--- config.mk ---
export PLATFORM = sky130hd
export DESIGN_NAME = uart_tx_fifo
export DESIGN_NICKNAME = d
export VERILOG_FILES = /design/src/rtl/uart_tx_fifo.sv
export SDC_FILE = /design/constraint.sdc
export NUM_CORES = 1
export LEC_CHECK = 0
export ABC_AREA = 1
export CAP_MARGIN = 20
export CORE_MARGIN = 2
export CORE_UTILIZATION = 30
export CTS_CLUSTER_SIZE = 12
export DETAILED_ROUTE_END_ITERATION = 6
export PLACE_DENSITY_LB_ADDON = 0.25
export SLEW_MARGIN = 20
export SYNTH_ARGS = -nofsm -noshare
export SYNTH_HDL_FRONTEND = slang
export SYNTH_SLANG_ARGS = --single-unit
--- constraint.sdc ---
create_clock -name clk -period 2.1 [get_ports clk]
set_clock_uncertainty 0.2 [all_clocks]
set_input_delay 0.21 -clock clk [delete_from_list [all_inputs] [get_ports clk]]
set_output_delay 0.21 -clock clk [all_outputs]
set_load 0.02 [all_outputs]
--- src/rtl/uart_tx_fifo.sv ---
// uart_tx_fifo: byte FIFO in front of a UART serialiser, with a launch FSM
// that pops one byte at a time. The FSM waits for the serialiser to report
// busy, and then for it to report done, before it launches the next byte.
//
// Ports
//   clk        system clock, rising edge
//   reset      asynchronous, active-low reset
//   wr_en      host write strobe
//   wr_data    host byte to enqueue
//   full       registered, count == DEPTH
//   empty      registered, count == 0
//   count      registered number of stored bytes
//   overflow   one-cycle pulse after a dropped write
//   tx_start   one-cycle launch pulse to the serialiser
//   tx_data    launched byte, held until the next launch
//   tx_active  serialiser busy flag
//   tx_err     one-cycle pulse when the serialiser never went busy
module uart_tx_fifo #(
   parameter int unsigned DEPTH        = 16,
   parameter int unsigned BUSY_TIMEOUT = 4
) (
   input  logic                     clk,
   input  logic                     reset,
   input  logic                     wr_en,
   input  logic [7:0]               wr_data,
   output logic                     full,
   output logic                     empty,
   output logic [$clog2(DEPTH):0]   count,
   output logic                     overflow,
   output logic                     tx_start,
   output logic [7:0]               tx_data,
   input  logic                     tx_active,
   output logic                     tx_err
);

   localparam int unsigned AW = $clog2(DEPTH);
   localparam int unsigned CW = AW + 1;
   // Timer counts 0..BUSY_TIMEOUT-1 while waiting for tx_active.
   localparam int unsigned TW = (BUSY_TIMEOUT > 1) ? $clog2(BUSY_TIMEOUT) : 1;

   typedef enum logic [1:0] {
      IDLE      = 2'd0,
      WAIT_BUSY = 2'd1,
      WAIT_DONE = 2'd2
   } state_t;

   state_t          state;
   logic [TW-1:0]   timer;
   logic [7:0]      mem [DEPTH];
   logic [AW-1:0]   wr_ptr;
   logic [AW-1:0]   rd_ptr;
   logic [CW-1:0]   count_nxt;
   logic            pop_c;
   logic            push_c;

   // A pop happens only on the launch edge. A write to a full FIFO is
   // accepted when it coincides with that pop.
   assign pop_c  = (state == IDLE) && !empty && !tx_active;
   assign push_c = wr_en && (!full || pop_c);

   // Next occupancy; a simultaneous push and pop leaves it unchanged.
   always_comb begin
      count_nxt = count;
      if (push_c && !pop_c) begin
         count_nxt = count + CW'(1);
      end else if (!push_c && pop_c) begin
         count_nxt = count - CW'(1);
      end
   end

   // Storage. On a push and pop at full, both pointers address the same
   // slot; the launch reads the old byte because the write is non-blocking.
   always_ff @(posedge clk) begin
      if (push_c) begin
         mem[wr_ptr] <= wr_data;
      end
   end

   // Pointers, occupancy and registered status flags.
   always_ff @(posedge clk or negedge reset) begin
      if (!reset) begin
         wr_ptr   <= '0;
         rd_ptr   <= '0;
         count    <= '0;
         full     <= 1'b0;
         empty    <= 1'b1;
         overflow <= 1'b0;
      end else begin
         // Power-of-two depth makes the pointers wrap naturally.
         if (push_c) begin
            wr_ptr <= wr_ptr + AW'(1);
         end
         if (pop_c) begin
            rd_ptr <= rd_ptr + AW'(1);
         end
         count    <= count_nxt;
         full     <= (count_nxt == CW'(DEPTH));
         empty    <= (count_nxt == '0);
         overflow <= wr_en && !push_c;
      end
   end

   // Launch FSM with registered outputs.
   always_ff @(posedge clk or negedge reset) begin
      if (!reset) begin
         state    <= IDLE;
         timer    <= '0;
         tx_start <= 1'b0;
         tx_data  <= 8'h00;
         tx_err   <= 1'b0;
      end else begin
         tx_start <= 1'b0;
         tx_err   <= 1'b0;
         case (state)
            IDLE: begin
               if (pop_c) begin
                  tx_data  <= mem[rd_ptr];
                  tx_start <= 1'b1;
                  timer    <= '0;
                  state    <= WAIT_BUSY;
               end
            end
            WAIT_BUSY: begin
               if (tx_active) begin
                  state <= WAIT_DONE;
               end else if (timer == TW'(BUSY_TIMEOUT - 1)) begin
                  // Serialiser never responded; the popped byte is dropped.
                  tx_err <= 1'b1;
                  state  <= IDLE;
               end else begin
                  timer <= timer + TW'(1);
               end
            end
            WAIT_DONE: begin
               if (!tx_active) begin
                  state <= IDLE;
               end
            end
            default: begin
               state <= IDLE;
            end
         endcase
      end
   end

endmodule

# == Word-level counts from Yosys, hierarchy flattened ==
# Memories as Yosys holds them, arrays and structs flattened. A register that Yosys moved wholly into a read port is not among the register bits.
# Cells that the tools add are included.
# op_classes
n_eq_ne,9
mux,18
addsub,5
n_reduce_logical,19
# op_table
operator,count
$mux 2,7
$mux 5,2
$add 4x1->4 const B,2
$ne 2x2->1 const B,4
$mux 1,7
$logic_and 1x1->1,6
$logic_not 1->1,6
$pmux 2 s3,1
$add 5x1->5 const B,1
$eq 5x5->1 const B,1
$logic_not 5->1,1
$sub 5x1->5 const B,1
$eq 2x2->1 const B,2
$pmux 2 s2,1
$reduce_and 4->1,1
$ne 3x3->1 const B,1
$reduce_and 3->1,1
$add 2x1->2 const B,1
$eq 2x1->1 const B,1
$logic_not 2->1,1
$reduce_and 2->1,1
$reduce_bool 2->1,1
$logic_or 1x1->1,1
# word_totals
ram_bits,128
n_memories,1
regBits,22
inputBits,12
wordCells,62
# mem_list
memory,depth,word_bits,rd,rd_ports_with_merged_regs,wr,line_no,source
mem,16,8,1,1,1,49,logic [7:0] mem [DEPTH];

# == Longest topological paths before layout ==
# Gate-level depths: netlist (run 1).
# depth
depth_word,10
depth_mapped,9

# == Least setup slack after synthesis (run 1) ==
# No wires, ideal clock.
# synth_timing
kind,register -> register
from,reg state[0]
to,"mem mem[11][0], enable pin"
path_stages_with_launch,8
setup_ns,0.370
path_slack_ns,0.157
synth_period_minus_slack_ns,1.943
t_required_ns,1.530
arrival_time_ns,1.373
cell_sequence,dfrtp_1 > nor2_4 > nand2_4 > nand2_2 > nand2_2 > nor2_1 > inv_1 > nor2_1
# synth_via
elab_chain_len,7
# synth_rtl
element,line_no,source
from (decl),47,state_t state;
from (signal assigned),106,state <= IDLE;
from (signal assigned),120,state <= WAIT_BUSY;
from (signal assigned),125,state <= WAIT_DONE;
$logic_not 2->1,58,assign pop_c = (state == IDLE) && !empty && !tx_active;
$logic_and 1x1->1 (2 in a row),58,
$logic_or 1x1->1,59,assign push_c = wr_en && (!full || pop_c);
$logic_and 1x1->1,59,
$mux 1,74,if (push_c) begin
$mux 1 (not written as such),75,mem[wr_ptr] <= wr_data;
to (decl),49,
# Every way passes these cells.

# == Worst setup path after layout (run 1) ==
# layout_timing
from,reg empty
to,out empty
# layout_lines
element,line_no,source
from (decl),27,"output logic empty,"
from (signal assigned),98,empty <= (count_nxt == '0);
# No word-level cell between the ends.

==> results of run 1 <==
## cell families (layout without fill, tap and decap cells)
family / Yosys count / after routing / synth area share
AO/OA/AOI/OAI: 102 / 102 / 0.0869
flip-flops: 158 / 158 / 0.698
AND/OR/NAND/NOR: 236 / 236 / 0.150
buffers and inverters: 50 / 125 / 0.0376
XOR/XNOR: 9 / 9 / 0.0120
adder cells (fa/ha/maj): 8 / 8 / 0.0152
## flip-flops by register name, summed over array words and instances, names as in the netlist
name	count
count	5
mem	128
empty	1
timer	2
tx_err	1
wr_ptr	4
overflow	1
tx_start	1
rd_ptr	4
state	2
tx_data	8
full	1
## timing repair
action / 4_1_cts / 5_1_grt
hold buffers: 1 / 0
hold endpoints to repair: 30 / 0
setup buffers: 0 / 0
## power groups by stage
stage                     Combinational [W]  Clock [W]  Sequential (W)
after floorplan                     0.00234          0         0.00435
final                               0.00373    0.00330         0.00425
after global routing                0.00414    0.00352         0.00430
after detailed placement            0.00373          0         0.00431
after CTS                           0.00375    0.00338         0.00425
after global placement              0.00365          0         0.00430
## final cells by class
| class | count | area [um^2] |
|---|---|---|
| Clock buffer | 18 | 429 |
| Clock inverter | 14 | 205 |
| Fill cell | 2077 | 13700 |
| Inverter | 27 | 115 |
| Multi-Input combinational cell | 355 | 1740 |
| Sequential cell | 158 | 4600 |
| Tap cell | 280 | 350 |
| Timing Repair Buffer | 66 | 603 |
## metrics by stage
step | worst slack [ps] | cells
4_1_cts | 59.4 | 918
6_report | 87.3 | 918
2_1_floorplan | 157 | 563
3_3_place_gp | -60.0 | 885
3_5_place_dp | -65.7 | 885
5_1_grt | 32.2 | 918
## routing by layer
metal	vias to the layer above	track usage	share of wire
met2	150	0.231	0.49
met1	2062	0.179	0.44
li1	2070	-	-
met5	-	0	0
met4	0	0.0565	0.018
met3	22	0.0394	0.053
## synthesized netlist by cell type
master,instances
sky130_fd_sc_hd__nand2_2,6
sky130_fd_sc_hd__clkinv_1,1
sky130_fd_sc_hd__nor2_4,2
sky130_fd_sc_hd__a21oi_1,17
sky130_fd_sc_hd__a21boi_1,1
sky130_fd_sc_hd__o21ai_1,3
sky130_fd_sc_hd__dfrtp_1,29
sky130_fd_sc_hd__dfstp_2,1
sky130_fd_sc_hd__nor2_2,1
sky130_fd_sc_hd__inv_2,1
sky130_fd_sc_hd__inv_1,23
sky130_fd_sc_hd__nand3_2,2
sky130_fd_sc_hd__ha_1,8
sky130_fd_sc_hd__nor3_1,2
sky130_fd_sc_hd__clkinv_2,1
sky130_fd_sc_hd__clkbuf_2,1
sky130_fd_sc_hd__nand2_1,126
sky130_fd_sc_hd__buf_4,4
sky130_fd_sc_hd__buf_2,12
sky130_fd_sc_hd__nand3_1,22
sky130_fd_sc_hd__xor2_1,9
sky130_fd_sc_hd__o21ai_0,49
sky130_fd_sc_hd__nor2_1,71
sky130_fd_sc_hd__edfxtp_1,128
sky130_fd_sc_hd__nand4_1,2
sky130_fd_sc_hd__nand2_4,1
sky130_fd_sc_hd__o22ai_1,16
sky130_fd_sc_hd__clkinv_8,1
sky130_fd_sc_hd__buf_6,2
sky130_fd_sc_hd__nand3_4,1
sky130_fd_sc_hd__a21boi_0,15
sky130_fd_sc_hd__a31oi_1,1
sky130_fd_sc_hd__clkbuf_1,4
## cell usage in the layout, fill, tap and decap left out, types with 2 or more instances in the layout
cell type                         Yosys  routed
sky130_fd_sc_hd__nand3_1             22      22
sky130_fd_sc_hd__o22ai_1             16      16
sky130_fd_sc_hd__edfxtp_1           128     128
sky130_fd_sc_hd__buf_12               0       3
sky130_fd_sc_hd__nor3_1               2       2
sky130_fd_sc_hd__clkdlybuf4s50_1      0      28
sky130_fd_sc_hd__a21boi_0            15      15
sky130_fd_sc_hd__nor2_4               2       2
sky130_fd_sc_hd__inv_1               23      23
sky130_fd_sc_hd__o21ai_0             49      49
sky130_fd_sc_hd__clkbuf_16            0      17
sky130_fd_sc_hd__nand3_2              2       2
sky130_fd_sc_hd__inv_8                0       3
sky130_fd_sc_hd__xor2_1               9       9
sky130_fd_sc_hd__nor2_1              71      71
sky130_fd_sc_hd__a21oi_1             17      17
sky130_fd_sc_hd__clkinv_2             1       2
sky130_fd_sc_hd__inv_6                0       3
sky130_fd_sc_hd__dfrtp_1             29      28
sky130_fd_sc_hd__o21ai_1              3       3
sky130_fd_sc_hd__clkinv_1             1       2
sky130_fd_sc_hd__buf_4                4      33
sky130_fd_sc_hd__nand2_1            126     126
sky130_fd_sc_hd__nand4_1              2       2
sky130_fd_sc_hd__ha_1                 8       8
sky130_fd_sc_hd__bufinv_16            0       4
sky130_fd_sc_hd__nand2_2              6       6
## worst max path at each step
stage / startpoint / endpoint / slack, ps / depth (start not counted)
2_1_floorplan: state[0]$_DFFE_PN0P_ / mem[11][0]$_DFFE_PP_ / 160 / 7
3_3_place_gp: tx_active / mem[1][1]$_DFFE_PP_ / -60 / 9
3_5_place_dp: tx_active / mem[1][4]$_DFFE_PP_ / -70 / 9
4_1_cts: empty$_DFF_PN1_ / empty / 60 / 1
5_1_grt: empty$_DFF_PN1_ / empty / 30 / 1
6_report: empty$_DFF_PN1_ / empty / 90 / 1
==> flow_summary.toml, run 1 <==
[run_status]
run_status = "finished, final reports clean"

[timing]
timing.final.max_slew_violations = 0
finalHoldViolCount = 0
clock.fmax_mhz = 497
period_needed_ps = 2010
final_setup_violations = 0
slew-limit-headroom = 0.717
fin_tns_setup_ps = 0
hold-worst-slack_ps = 17.5
timing_worst_slew_pin_value_ps = 423
min_period_over_period = 0.958
grt_setup_unrepaired = "false"

[setup_path]
timing.critical_path.fanout_max = 2
path_buf_inv = 1
cpLargestDelayFamily = "buffers and inverters"
setup.worst_path.class = "reg -> out"
setup.worst_path.end_class = "output pin"
reg2regPathDepth = 8
cp-start-kind = "flip-flop"
timing.rr.start = "state[0]$_DFFE_PN0P_"
timing.rr.end = "mem[0][5]$_DFFE_PP_"
cp_slowest_stage_delay_ps = 620
cp.arrival_ps = 1600
path_cells = "clkdlybuf4s50_1"
ff2ff_setup_slack_ps = 150
max_stage_delay_cell_worst_path = "sky130_fd_sc_hd__clkdlybuf4s50_1"
critPathRequiredTime_ps = 1690

[clock_network]
clock_tree.htree_level_count = 4
clk_pin_slew_worst_paths_ps = 60
worstSkewPairLatency_ps = 420
cts-resized-gates = 0
cts.path.max_buffers = 2
tritoncts_clock_tree = "done"
clock_sink_count = 158
cts.root.buffer_cell = "sky130_fd_sc_hd__clkbuf_16"
cts_inserted_buffers = 17

[pwr]
final_power_w = 0.0113
power.share.sequential = 0.377
leakagePower_nw = 3.04
power_density_nw_per_um2 = 1400
pwr-share-clk = 0.293
power.switching_fraction = 0.362
switching_power_w = 0.00408
max-vdd-ir-drop_mv = 1.08
p_int_w = 0.00720
p_comb_frac = 0.331

[floorplan]
floorplan.initialDensity = 0.303
floorplan.die.height_um = 152
area_enclosed_by_the_die_boundary_um2 = 23100
ios = 30
fp.coreArea_um2 = 21700
placement_rows = 54
chipWidth_um = 152

[routing]
drt-initial-drc-count = 315
first_pass_iters = 6
via_count = 4304
drt-total-wl_um = 16000
drt-vias-per-instance = 4.69
drtAntennaViolNets = 0
drc = 0
avgRoutedWirePerCell_um = 17.4

[cells_and_area]
layout-area-overhead-vs-synth_pct = 22.1
post-route-cell-area_um2 = 8040
num-nets-final = 645
diode_count = 0
layout.core_utilization = 0.371
drive_gt1_frac = 0.133

[place]
port_buffers = 29
detailed_place.area_um2 = 7390
dp_hpwl_um = 10600
globalplace.congestion = 0.867

[synth]
post-synth-top-area-cell = "sky130_fd_sc_hd__edfxtp_1"
synth_area_um2 = 6580
synthesis.yosys.warnings = 0
netlist-cell-type-count = 33
yosys-top-cells-area = "sky130_fd_sc_hd__edfxtp_1 (58%), sky130_fd_sc_hd__dfrtp_1 (11%), sky130_fd_sc_hd__nand2_1 (7.2%), sky130_fd_sc_hd__nor2_1 (4.0%), sky130_fd_sc_hd__o21ai_0 (3.7%)"
synthesis.instances = 563
avgSynthCellArea_um2 = 11.7
postSynthRegisterBits = 158
postSynthNetCount = 583
synth_sequential_area_ratio = 0.698
synth_top_area_share = 0.584

[grt]
grt-ovfl-total = 0
vias_in_the_first_global_route = 4278
maximum_number_of_pins_on_one_net_before_global_route_repair = 67
global_route_wire_length_before_repair_um = 24700
antenna_violations_before_repair = 0
grt_use_total = 0.142

[flow_run]
drv.max_cap_violation_count = 0

[hold_path]
timing.hold.worst.class = "in -> async"
(Power assumes the default switching activity.)
==> run 2, diff against run 1 <==
--- a/config.mk
+++ b/config.mk
@@ -5,12 +5,12 @@
 export SDC_FILE = /design/constraint.sdc
 export NUM_CORES = 1
 export LEC_CHECK = 0
-export ABC_AREA = 1
 export CAP_MARGIN = 20
 export CORE_MARGIN = 2
-export CORE_UTILIZATION = 30
+export CORE_UTILIZATION = 40
 export CTS_CLUSTER_SIZE = 12
 export DETAILED_ROUTE_END_ITERATION = 6
+export GPL_TIMING_DRIVEN = 0
 export PLACE_DENSITY_LB_ADDON = 0.25
 export SLEW_MARGIN = 20
 export SYNTH_ARGS = -nofsm -noshare
==> run 2 against run 1 <==
Compared with the run above: the run now ends with setup timing left; worst setup slack worse by 250 ps; clock power is 7.6% lower; sequential share of layout area is 3.9 points lower; core utilization is 18 points higher; flip-flop and latch count stayed put; critical path depth is 5 higher; first-iteration DRC count is 26% lower; cell count is 27% lower; worst hold slack better by 120 ps; non-clock buffer count is 18 higher; critical path type is now reg -> reg; largest cell class unchanged; largest power group is now combinational logic; highest routed layer unchanged.
==> flow_summary.toml, run 2 <==
[grt]
vias_in_the_first_global_route = 3613
grt-ovfl-total = 0
antenna_violations_before_repair = 0
global_route_wire_length_before_repair_um = 21400
grt_use_total = 0.178
maximum_number_of_pins_on_one_net_before_global_route_repair = 24

[timing]
clock.fmax_mhz = 442
fin_tns_setup_ps = -8580
min_period_over_period = 1.08
final_setup_violations = 141
slew-limit-headroom = 0.600
hold-worst-slack_ps = 138
timing.final.max_slew_violations = 0
finalHoldViolCount = 0
timing_worst_slew_pin_value_ps = 598
setup_ws_ps = -165
period_needed_ps = 2260
grt_setup_unrepaired = "true"

[synth]
synthesis.yosys.warnings = 0
synthesis.instances = 352
avgSynthCellArea_um2 = 18.2
yosys-top-cells-area = "sky130_fd_sc_hd__edfxtp_1 (60%), sky130_fd_sc_hd__dfrtp_1 (11%), sky130_fd_sc_hd__mux4_2 (11%), sky130_fd_sc_hd__mux2i_1 (2.8%), sky130_fd_sc_hd__ha_1 (1.6%)"
netlist-cell-type-count = 52
post-synth-top-area-cell = "sky130_fd_sc_hd__edfxtp_1"
synth-main-ff-cell = "sky130_fd_sc_hd__edfxtp_1"
synth_async_sr_flop_share = 0.190
synth_area_um2 = 6420
synth_top_area_share = 0.598
synth_sequential_area_ratio = 0.715
synth.top_cells.by_count = "sky130_fd_sc_hd__edfxtp_1 (128), sky130_fd_sc_hd__mux4_2 (30), sky130_fd_sc_hd__dfrtp_1 (29), sky130_fd_sc_hd__mux2i_1 (18), sky130_fd_sc_hd__nor2_1 (17)"
yosysMostFrequentCell = "sky130_fd_sc_hd__edfxtp_1"
synth_edf_count = 128
postSynthRegisterBits = 158
postSynthNetCount = 372

[setup_path]
cp.arrival_ps = 2200
critPathLaunch = "state[0]$_DFFE_PN0P_"
setup.worst_path.class = "reg -> reg"
critPathRequiredTime_ps = 2030
ff2ff_setup_slack_ps = -160
cp-start-kind = "flip-flop"
timing.critical_path.fanout_max = 8
timing.rr.start = "state[0]$_DFFE_PN0P_"
crit_path_end = "mem[0][3]$_DFFE_PP_"
reg2regPathDepth = 6
setup.worst_path.end_class = "flip-flop"
timing.rr.end = "mem[0][3]$_DFFE_PP_"

[place]
port_buffers = 29
dp_hpwl_um = 8400
numPlacedInstances = 598
globalplace.congestion = 0.726
pre_cts_ws_ps = -933

[cells_and_area]
max_reg_flops = 128
mostFrequentLayoutCell = "sky130_fd_sc_hd__edfxtp_1"
layoutNonFillerInstCount = 667
regMostFlops = "mem"
layout-area-overhead-vs-synth_pct = 34.3
diode_count = 0
layout_common_cells = "sky130_fd_sc_hd__edfxtp_1 (128), sky130_fd_sc_hd__mux4_2 (30), sky130_fd_sc_hd__clkdlybuf4s50_1 (27)"
final.fill_count = 1218
drive_gt1_frac = 0.375
reg.largest.list = "mem (128), tx_data (8), count (5)"
num-nets-final = 458

[floorplan]
fp.coreArea_um2 = 15800
placement_rows = 46
floorplan.die.height_um = 131
floorplan.initialDensity = 0.407
chipWidth_um = 131
area_enclosed_by_the_die_boundary_um2 = 17100
ios = 30

[routing]
first_pass_iters = 4
drtAntennaViolNets = 0
drt-vias-per-instance = 5.24
drt-total-wl_um = 13900
drt-initial-drc-count = 233
via_count = 3498
drc = 0
avgRoutedWirePerCell_um = 20.8

[pwr]
power_density_nw_per_um2 = 1380
final_power_w = 0.0119
leakagePower_nw = 3.00
max-vdd-ir-drop_mv = 0.723

[clock_network]
clock_tree.htree_level_count = 4
cts.path.max_buffers = 2
cts.root.buffer_cell = "sky130_fd_sc_hd__clkbuf_16"
tritoncts_clock_tree = "done"
cts_inserted_buffers = 17
clock_sink_count = 158
clk_pin_slew_worst_paths_ps = 60
worstSkewPairLatency_ps = 420

[hold_path]
timing.hold.worst.class = "in -> async"

[run_status]
failed_checks = "setup timing"
run_status = "complete, but fails checks"

[flow_run]
drv.max_cap_violation_count = 0
## run 2: stage by stage
stage / cell area [um^2] / utilization
6_report: 8630 / 0.547
5_1_grt: 8630 / 0.547
4_1_cts: 8490 / 0.539
3_5_place_dp: 7100 / 0.450
3_3_place_gp: 7080 / 0.449
2_1_floorplan: 6520 / -
## run 2: worst min-delay path by stage
stage	end	slack (ps)	depth (start not counted)
2_1_floorplan	count[0]$_DFF_PN0_	-290	0
3_3_place_gp	tx_data[0]$_DFFE_PN0P_	260	1
3_5_place_dp	count[4]$_DFF_PN0_	-100	1
4_1_cts	full$_DFF_PN0_	120	3
5_1_grt	wr_ptr[3]$_DFFE_PN0P_	160	3
6_report	tx_data[6]$_DFFE_PN0P_	140	3
## run 2: routing by layer
layer | part of all wire | GRT usage | vias up
met5 | 0 | 0 | -
met4 | 0.0096 | 0.0582 | 0
met3 | 0.058 | 0.0403 | 10
li1 | - | - | 1569
met2 | 0.51 | 0.301 | 102
met1 | 0.42 | 0.231 | 1817
## run 2: worst max-delay path, cell delays in order, from the launching register on
cell                       delay [ps]
sky130_fd_sc_hd__dfrtp_2          410
sky130_fd_sc_hd__or4_4            520
sky130_fd_sc_hd__a21boi_4         190
sky130_fd_sc_hd__buf_12           180
sky130_fd_sc_hd__nand2_8           90
sky130_fd_sc_hd__nor3_4           230
sky130_fd_sc_hd__buf_12           160
## run 2: where the power goes
group	internal, W	switching [W]	total [W]
Sequential	0.00390	0.000427	0.00433
Clock	0.00177	0.00128	0.00305
Combinational	0.00225	0.00230	0.00455
Total	0.00792	0.00401	0.0119
## run 2: final cells by class
| cell class | count | area (um^2) | area share |
|---|---|---|---|
| clock inverters | 15 | 159 | 0.0184 |
| clock buffers | 17 | 425 | 0.0493 |
| repair inverters | 1 | 11.3 | 0.00130 |
| repair buffers | 71 | 886 | 0.103 |
| well taps | 216 | 270 | 0.0313 |
| multi-input cells | 169 | 2110 | 0.244 |
| plain buffers | 13 | 129 | 0.0149 |
| inverters | 7 | 38.8 | 0.00449 |
| flip-flops and latches | 158 | 4600 | 0.533 |
## run 2: cells by family (layout without fill, tap and decap cells)
group,count (synthesis),count (layout),share of synthesized area
DFF,158,158,0.715
buffers and inverters,25,124,0.0203
AOI/OAI and AO/OA,35,35,0.0425
and+or+nand+nor,66,66,0.0555
muxes,51,51,0.138
adders and majority gates,8,8,0.0156
xor gates and xnor gates,9,9,0.0123
## run 2: what timing repair did
| action | in CTS | in global routing |
|---|---|---|
| buffers inserted | 33 | 6 |
| gates cloned | 1 | 0 |
| setup endpoints to repair | 141 | 146 |
| gates resized for setup | 66 | 23 |
| pin swaps | 20 | 14 |
| endpoints found under the hold margin | 30 | 0 |
| hold buffers | 2 | 0 |
